File: config.mk
export PLATFORM = sky130hd
export DESIGN_NAME = piso_serializer_hs
export DESIGN_NICKNAME = d
export VERILOG_FILES = /design/src/rtl/piso_pkg.sv /design/src/rtl/piso_hold_buf.sv /design/src/rtl/piso_serializer_hs.sv
export SDC_FILE = /design/constraint.sdc
export NUM_CORES = 1
export LEC_CHECK = 0
export BUFFER_PORTS_ARGS = -buffer_cell sky130_fd_sc_hd__clkbuf_2
export CORE_MARGIN = 3
export CORE_UTILIZATION = 53
export CTS_BUF_LIST = sky130_fd_sc_hd__clkbuf_4
export DETAILED_ROUTE_END_ITERATION = 8
export GPL_ROUTABILITY_DRIVEN = 0
export PLACE_DENSITY = 0.86
export SLEW_MARGIN = 40
export SYNTH_ARGS = -nofsm -noshare
export SYNTH_HDL_FRONTEND = slang
export SYNTH_SLANG_ARGS = --single-unit
File: constraint.sdc
create_clock -name clk -period 1.5 [get_ports clk]
set_input_delay 0.225 -clock clk [delete_from_list [all_inputs] [get_ports clk]]
set_output_delay 0.225 -clock clk [all_outputs]
set_load 0.01 [all_outputs]
File: src/rtl/piso_pkg.sv
`default_nettype none
// ============================================================================
// Module      : piso_pkg
// Description : Shared types, constants and helpers for the handshaked PISO
//               serializer (state encoding, counter width, idle level).
// Revision    : 1.0 - initial release
// ============================================================================
package piso_pkg;

    // Serializer control states; explicit one-bit encoding.
    typedef enum logic [0:0] {
        IDLE  = 1'b0,
        SHIFT = 1'b1
    } state_t;

    // Line level when no frame is on the wire.
    localparam logic IDLE_LEVEL_DEFAULT = 1'b0;

    // Bit-counter width: enough to count DATA_W-1 down to 0, never below 1.
    function automatic int cnt_width(input int data_w);
        int w;
        w = $clog2(data_w);
        return (w < 1) ? 1 : w;
    endfunction

endpackage
`default_nettype wire

File: src/rtl/piso_hold_buf.sv
`default_nettype none
// ============================================================================
// Module      : piso_hold_buf
// Description : One-entry holding register (word + bit-order flag + full).
//               Lets the next word wait while the current one shifts out.
// Revision    : 1.0 - initial release
// ============================================================================
module piso_hold_buf #(
    parameter int DATA_W = 8
) (
    input  logic              clk,
    input  logic              reset_n,
    input  logic              push,
    input  logic              pop,
    input  logic              flush,
    input  logic [DATA_W-1:0] push_data,
    input  logic              push_lsb_first,
    output logic              full,
    output logic [DATA_W-1:0] data,
    output logic              lsb_first
);

    logic              r_full;
    logic [DATA_W-1:0] r_data;
    logic              r_lsb_first;

    // Flush empties the slot; push only happens while empty, pop only while full.
    always_ff @(posedge clk or negedge reset_n) begin
        if (!reset_n) begin
            r_full      <= 1'b0;
            r_data      <= '0;
            r_lsb_first <= 1'b0;
        end else if (flush) begin
            r_full      <= 1'b0;
            r_data      <= '0;
            r_lsb_first <= 1'b0;
        end else if (push) begin
            r_full      <= 1'b1;
            r_data      <= push_data;
            r_lsb_first <= push_lsb_first;
        end else if (pop) begin
            r_full      <= 1'b0;
        end
    end

    assign full      = r_full;
    assign data      = r_data;
    assign lsb_first = r_lsb_first;

endmodule
`default_nettype wire

File: src/rtl/piso_serializer_hs.sv
`default_nettype none
// ============================================================================
// Module      : piso_serializer_hs
// Description : Parametrised parallel-in/serial-out serializer with a
//               valid/ready input, per-word bit order and a one-entry hold
//               buffer so consecutive frames leave with no idle bit between.
// Revision    : 1.0 - initial release
// ============================================================================
module piso_serializer_hs
    import piso_pkg::*;
#(
    parameter int   DATA_W     = 8,
    parameter logic IDLE_LEVEL = IDLE_LEVEL_DEFAULT,
    parameter int   CNT_W      = cnt_width(DATA_W)
) (
    input  logic              clk,
    input  logic              reset_n,
    input  logic              enable,
    input  logic              flush,
    input  logic              in_valid,
    output logic              in_ready,
    input  logic [DATA_W-1:0] in_data,
    input  logic              in_lsb_first,
    output logic              serial_out,
    output logic              serial_valid,
    output logic              frame_start,
    output logic              frame_done,
    output logic              busy
);

    localparam logic [CNT_W-1:0] c_cnt_max = CNT_W'(DATA_W - 1);

    state_t            r_state;
    state_t            w_state_nxt;
    logic [DATA_W-1:0] r_shift;
    logic [DATA_W-1:0] w_shift_nxt;
    logic [CNT_W-1:0]  r_cnt;
    logic [CNT_W-1:0]  w_cnt_nxt;
    logic              r_lsb;
    logic              w_lsb_nxt;
    logic              r_done;
    logic              w_done_nxt;

    logic              w_hold_full;
    logic [DATA_W-1:0] w_hold_data;
    logic              w_hold_lsb;
    logic              w_accept;
    logic              w_last;
    logic              w_load_direct;
    logic              w_push;
    logic              w_pop;

    // A word may come in only when the hold slot is free and no abort is active.
    assign in_ready = !w_hold_full && !flush;
    assign w_accept = in_valid && in_ready;

    // Last bit of the running frame is consumed this cycle.
    assign w_last = (r_state == SHIFT) && enable && (r_cnt == '0);

    // Straight to the shifter when idle or when the frame ends with nothing
    // waiting; otherwise park the word in the hold slot.
    assign w_load_direct = w_accept && ((r_state == IDLE) || w_last);
    assign w_push        = w_accept && !w_load_direct;
    assign w_pop         = w_last && w_hold_full && !flush;

    piso_hold_buf #(
        .DATA_W (DATA_W)
    ) u_hold (
        .clk            (clk),
        .reset_n        (reset_n),
        .push           (w_push),
        .pop            (w_pop),
        .flush          (flush),
        .push_data      (in_data),
        .push_lsb_first (in_lsb_first),
        .full           (w_hold_full),
        .data           (w_hold_data),
        .lsb_first      (w_hold_lsb)
    );

    // Next-state logic: flush aborts, enabled shifts advance, frame end reloads.
    always_comb begin
        w_state_nxt = r_state;
        w_shift_nxt = r_shift;
        w_cnt_nxt   = r_cnt;
        w_lsb_nxt   = r_lsb;
        w_done_nxt  = 1'b0;
        if (flush) begin
            w_state_nxt = IDLE;
            w_shift_nxt = '0;
            w_cnt_nxt   = '0;
        end else if (r_state == SHIFT) begin
            if (enable) begin
                if (r_cnt != '0) begin
                    w_shift_nxt = r_lsb ? {1'b0, r_shift[DATA_W-1:1]}
                                        : {r_shift[DATA_W-2:0], 1'b0};
                    w_cnt_nxt   = r_cnt - CNT_W'(1);
                end else begin
                    w_done_nxt = 1'b1;
                    if (w_hold_full) begin
                        w_shift_nxt = w_hold_data;
                        w_lsb_nxt   = w_hold_lsb;
                        w_cnt_nxt   = c_cnt_max;
                    end else if (w_accept) begin
                        w_shift_nxt = in_data;
                        w_lsb_nxt   = in_lsb_first;
                        w_cnt_nxt   = c_cnt_max;
                    end else begin
                        w_state_nxt = IDLE;
                        w_shift_nxt = '0;
                        w_cnt_nxt   = '0;
                    end
                end
            end
        end else if (w_accept) begin
            // Loading from idle does not wait for an enable tick.
            w_state_nxt = SHIFT;
            w_shift_nxt = in_data;
            w_lsb_nxt   = in_lsb_first;
            w_cnt_nxt   = c_cnt_max;
        end
    end

    // State, shifter, counter, bit order and done-pulse registers.
    always_ff @(posedge clk or negedge reset_n) begin
        if (!reset_n) begin
            r_state <= IDLE;
            r_shift <= '0;
            r_cnt   <= '0;
            r_lsb   <= 1'b0;
            r_done  <= 1'b0;
        end else begin
            r_state <= w_state_nxt;
            r_shift <= w_shift_nxt;
            r_cnt   <= w_cnt_nxt;
            r_lsb   <= w_lsb_nxt;
            r_done  <= w_done_nxt;
        end
    end

    // Output muxing: the bit at the output end of the shifter, idle level otherwise.
    always_comb begin
        serial_valid = (r_state == SHIFT);
        serial_out   = IDLE_LEVEL;
        if (r_state == SHIFT) begin
            serial_out = r_lsb ? r_shift[0] : r_shift[DATA_W-1];
        end
    end

    assign frame_start = (r_state == SHIFT) && (r_cnt == c_cnt_max);
    assign frame_done  = r_done;
    assign busy        = (r_state == SHIFT) || w_hold_full;

endmodule
`default_nettype wire

# After elaboration in Yosys (flattened, before gate mapping)

Index checks and enable logic that the tools add are counted.

Reduce and logical (&&, ||, !) cells: 21
Mux-type cells: 39
Bitwise logic cells: 2
Add/sub/neg operators: 1
Eq/ne operators: 4

Operators by type and width:

| kind                                              | count |
|---|---|
| two-way mux 8 bit                                 | 10 |
| two-way mux 1 bit                                 | 22 |
| two-way mux 3 bit                                 | 7 |
| logical AND 1 bit                                 | 9 |
| nonzero test 3 bit                                | 3 |
| inequality test 2 bit (second input constant)     | 2 |
| equality test 3 bit (second input constant)       | 1 |
| logical NOT 1 bit                                 | 3 |
| logical NOT 3 bit                                 | 1 |
| inequality test 3 bit (second input constant)     | 1 |
| AND reduction 3 bit                               | 1 |
| subtractor 3 x 1 -> 3 bit (second input constant) | 1 |
| logical OR 1 bit                                  | 2 |
| NOT 1 bit                                         | 2 |
| AND reduction 2 bit                               | 1 |
| nonzero test 2 bit                                | 1 |

Output and inout port bits: 6
Flip-flop bits (word level): 24

# Logic depth before layout (Yosys ltp)

Word-level depth: 9
Mapped depth: 7
Mapped depth without buffers: 6

# By module

Synthesis repeated with hierarchy kept, for this count alone.

Cells, all modules: 146
Area total of the unflattened synthesis: 1,545.2 um^2

By module, submodules not included:

| module             | area each (um^2) | cells an instance | instances |
|---|---|---|---|
| piso_serializer_hs | 1,139.8          | 113               | 1 |
| piso_hold_buf      | 405.4            | 33                | 1 |

# Least setup slack after synthesis

OpenSTA, ideal clock, no wires.

Kind: reg-to-reg
Start point: register r_cnt[0]
End point: register r_shift[7]
Setup time: 122 ps
Stages on the path, launching flop included: 8
Buffers on the path: 1
Setup slack: -134 ps
Clock period less this slack: 1,634 ps
Arrival: 1,513 ps
Path through: dfrtp_1 inv_1 ha_1 nor2b_1 buf_2 nand2_1 a221o_1 a32o_1

Longest elaborated chain between the ends: 5

RTL lines:

| item                   | RTL line                  | text |
|---|---|---|
| from (decl)            | piso_serializer_hs.sv:37  | `logic [CNT_W-1:0] r_cnt;` |
| from (signal assigned) | piso_serializer_hs.sv:135 | `r_cnt <= w_cnt_nxt;` |
| nonzero test 3 bit     | piso_serializer_hs.sv:94  | `if (r_cnt != '0) begin` |
| two-way mux 8 bit      | piso_serializer_hs.sv:94  |  |
| two-way mux 8 bit      | piso_serializer_hs.sv:93  | `if (enable) begin` |
| two-way mux 8 bit      | piso_serializer_hs.sv:92  | `end else if (r_state == SHIFT) begin` |
| two-way mux 8 bit      | piso_serializer_hs.sv:88  | `if (flush) begin` |
| to (signal assigned)   | piso_serializer_hs.sv:134 | `r_shift <= w_shift_nxt;` |
| to (decl)              | piso_serializer_hs.sv:35  | `logic [DATA_W-1:0] r_shift;` |

Every way passes these cells. The select of a mux whose other input is x is not followed.
A chain may end at the register's enable or synchronous reset.

# Worst setup path after layout

Ends and elaborated chain as after synthesis.

==> out/summary.json <==
{
  "worst_skew_pair.late_latency_ns": 0.32,
  "die_width_um": 58.2,
  "synth.area.top_cells": "dfrtp_1 (42%), mux2_2 (6.3%), nand2_1 (4.9%), nand3b_1 (4.2%), a221oi_1 (3.6%)",
  "muxShareOfSynthArea_pct": 9.03,
  "routed_length_per_placed_instance_um": 22.0,
  "top_level_ports": 20,
  "clock-sinks": 24,
  "critPathCaptureType": "register",
  "period_share_pct": 110,
  "hold_start": "in_data[1]",
  "via_per_inst": 6.55,
  "hpwlAfterDp_mm": 2.51,
  "fin_skew_ns": 0.00311,
  "power.share.combinational_pct": 42.9,
  "mappedNetlistNets": 163,
  "synth_edf_count": 0,
  "cell_internal_power_dissipation_mw": 1.51,
  "critPathMaxStageDelay_ns": 0.43,
  "final-setup-viol-count": 21,
  "detailroute.via_count": 1501,
  "critical_path.startpoint_type": "register",
  "violations": "setup timing",
  "antenna_found_initial": 0,
  "sw_frac_of_total_pct": 33.7,
  "cts_tree": "done",
  "power.leakage_nw": 1.01,
  "adder_and_majority_gate_portion_of_the_synthesized_area_pct": 2.60,
  "synth.top_cell.area_share_pct": 41.7,
  "cp_data_arrival_time_ns": 1.87,
  "post-route-drc-count": 0,
  "post_synth_xor_xnor_area_pct": 0,
  "critPathMaxFanout": 6,
  "synthSimpleGateAreaFrac_pct": 19.1,
  "netlist_area_sq_um": 1440,
  "postSynth.asyncResetShare_pct": 100,
  "run_status": "finished, violations left",
  "setup_slack_ns": -0.144,
  "drv_cap": 0,
  "grt.total_usage_pct": 23.7,
  "cts_root_buffer": "clkbuf_4",
  "cts-root-to-sink-buffers": 2,
  "cts_max_level": 1,
  "core_area_sq_um": 2520,
  "synth_compound_gate_area_share_pct": 22.4,
  "relSlewSlack_pct": 59.7,
  "numPortBuffers": 19,
  "crit-reg2reg-launch": "r_cnt[0]$_DFFE_PN0P_",
  "netSwitchingPower_uw": 765,
  "power_density_nw_per_um2": 1050,
  "sequential_cell_area_fraction_in_the_yosys_report_pct": 41.7,
  "synth_top_area_cell": "dfrtp_1",
  "number_of_warnings_reported_in_the_yosys_synthesis_log": 0,
  "drv_slew": 0,
  "worst_setup_hold_path_clk_slew_ns": 0.15,
  "area_growth_syn_to_layout_pct": 50.7,
  "ant_nets": 0,
  "initial_core_util_pct": 57.1,
  "num_rows": 18,
  "timing.reg2reg.setup_slack_ns": -0.14,
  "min_path_type": "input pin to register",
  "list_of_cells_traversed_by_the_critical_path": "inv_2 -> ha_4 -> nor2b_4 -> buf_6 -> nand2_8 -> a221o_1 -> a32o_1",
  "fin_worst_hold_slack_ns": 0.151,
  "cp_slowest_cell": "dfrtp_1",
  "grt_start_max_net_pins": 25,
  "wirelength_mm": 5.04,
  "seqPwrFrac_pct": 35.7,
  "post_synth_num_cell_types": 36,
  "pre_cts_setup_slack_ns": -0.127,
  "wire_length_of_the_first_global_routing_pass_mm": 6.16,
  "critPathTopFamily": "compound AO/OA/AOI/OAI gates",
  "cp.required_ns": 1.73,
  "drt_first_pass_iters": 5,
  "most_used_dff_post_synth": "dfrtp_1",
  "finish.net_count": 217,
  "period_needed_ns": 1.64,
  "path_class": "register to register",
  "cp_num_buf_inv": 2,
  "drt_iter0_markers": 108,
  "synth_seq_cells": 24,
  "achievable-frequency_mhz": 608,
  "setup_repair_after_global_routing_missed_its_margin": "true",
  "die_height_um": 58.2,
  "power.ir.vdd_worst_uv": 922,
  "die_area_sq_um": 3380,
  "worst-slew-pin-transition_ns": 0.605,
  "grt_overflow_total": 0,
  "synthesis.instances": 146,
  "report.final.hold_viol_count": 0,
  "synth_top_family_by_area": "compound AO/OA/AOI/OAI gates",
  "clkPwrFrac_pct": 21.4,
  "avgSynthCellArea_sq_um": 9.87,
  "drive_above_1_share_pct": 55.3,
  "antenna_cells": 0,
  "worst_setup_path_startpoint": "r_cnt[0]$_DFFE_PN0P_",
  "grt_pass1_vias": 1295,
  "cts_inserted_buffers": 3
}
through the flow:
stage          setup TNS, ns  power, mW  std cells  utilization, %  cell area (sq um)
4_1_cts               -0.664       1.97        215            72.9               1840
3_3_place_gp          -0.449       1.35        202            66.3               1670
5_1_grt                -2.44       2.36        229            86.1               2170
6_report               -1.34       2.27        229            86.1               2170
3_5_place_dp           -1.20       1.38        202            66.3               1670
2_1_floorplan        -0.0799       1.17        146               -               1450
placed cells by master, fill, tap and decap left out, drive strengths merged, types with 2 or more instances in the layout:
| master | n |
|---|---|
| nor2b | 4 |
| mux2i | 4 |
| a21oi | 4 |
| o22ai | 6 |
| o21ai | 8 |
| buf | 40 |
| or2 | 2 |
| nand2b | 2 |
| inv | 5 |
| a221oi | 6 |
| nor2 | 5 |
| dfrtp | 24 |
| nand3 | 2 |
| o211ai | 2 |
| nand3b | 8 |
| nor3b | 4 |
| o31ai | 6 |
| nand2 | 19 |
| clkbuf | 21 |
| mux2 | 8 |
| a22o | 3 |
| ha | 3 |
| and3 | 2 |
cell usage after synthesis, types with 2 or more instances:
library cell and n:
a221oi_1 6, nor3b_4 2, nor3b_1 2, mux2_2 8, mux2i_1 4, o22ai_1 6
a22o_1 3, clkbuf_1 4, ha_1 3, nor2_1 5, nand2b_1 2, o21ai_0 8
and3_1 2, a21oi_1 3, o31ai_1 6, nand2_1 19, buf_2 6, nor2b_1 4
dfrtp_1 24, inv_1 5, nand3b_1 8, o211ai_1 2
power groups by stage:
stage               Combinational (mW)  Sequential, mW  Clock, mW
global placement                 0.534           0.821          0
detailed placement               0.554           0.829          0
CTS                              0.697           0.785      0.483
finish                           0.974           0.810      0.487
floorplan                        0.408           0.765          0
global route                      1.03           0.815      0.516
state kept, by name, indices dropped and copies added (netlist names):
name,flops
r_shift,8
u_hold.data,8
r_cnt,3
frame_done,1
r_lsb,1
serial_valid,1
u_hold.full,1
u_hold.lsb_first,1
per-layer routing:
| metal | part of all wire, % | vias to the layer above | global-route usage, % |
|---|---|---|---|
| met5 | 0 | - | 0 |
| met4 | 2.2 | 0 | 8.61 |
| li1 | - | 648 | - |
| met1 | 40 | 724 | 32.6 |
| met2 | 50 | 114 | 38.7 |
| met3 | 7.3 | 15 | 2.45 |
path summary, 6_finish.rpt:
| check | end | depth (start not counted) |
|---|---|---|
| max reg2reg | r_shift[7]$_DFFE_PN0P_ | 7 |
| min | u_hold.data[1]$_DFFE_PN0P_ | 3 |
| min in group asynchronous | r_shift[2]$_DFFE_PN0P_ | 2 |
| max | r_shift[7]$_DFFE_PN0P_ | 7 |
| max in group asynchronous | serial_valid$_DFF_PN0_ | 2 |
| min reg2reg | u_hold.lsb_first$_DFFE_PN0P_ | 2 |
area by class of cell:
type	instances	area (sq um)
clock buffer	3	22.5
clock inverter	1	30.0
inverter	5	18.8
multi-input combinational	107	981
tap	30	37.5
timing repair buffer	59	478
sequential	24	604
fill	125	350
tightest hold or removal path, cell delays in order:
cell      delay (ns)
clkbuf_2        0.12
nand2_2         0.07
nand2_2         0.04
what timing repair did:
| item | 4_1_cts | 5_1_grt |
|---|---|---|
| hold buffers | 1 | 0 |
| setup buffers | 8 | 13 |
| pin swaps | 3 | 21 |
| cloned | 0 | 2 |
| resized for setup | 15 | 48 |
| setup endpoints to repair | 24 | 27 |
| endpoints found under the hold margin | 24 | 0 |
cells by family (layout without fill, tap and decap cells):
group,Yosys count,after routing
AOI/OAI and AO/OA,44,44
buffers and inverters,16,68
muxes,12,12
adders and majority gates,3,3
and+or+nand+nor,47,48
DFF,24,24
(Power assumes the default switching activity.)
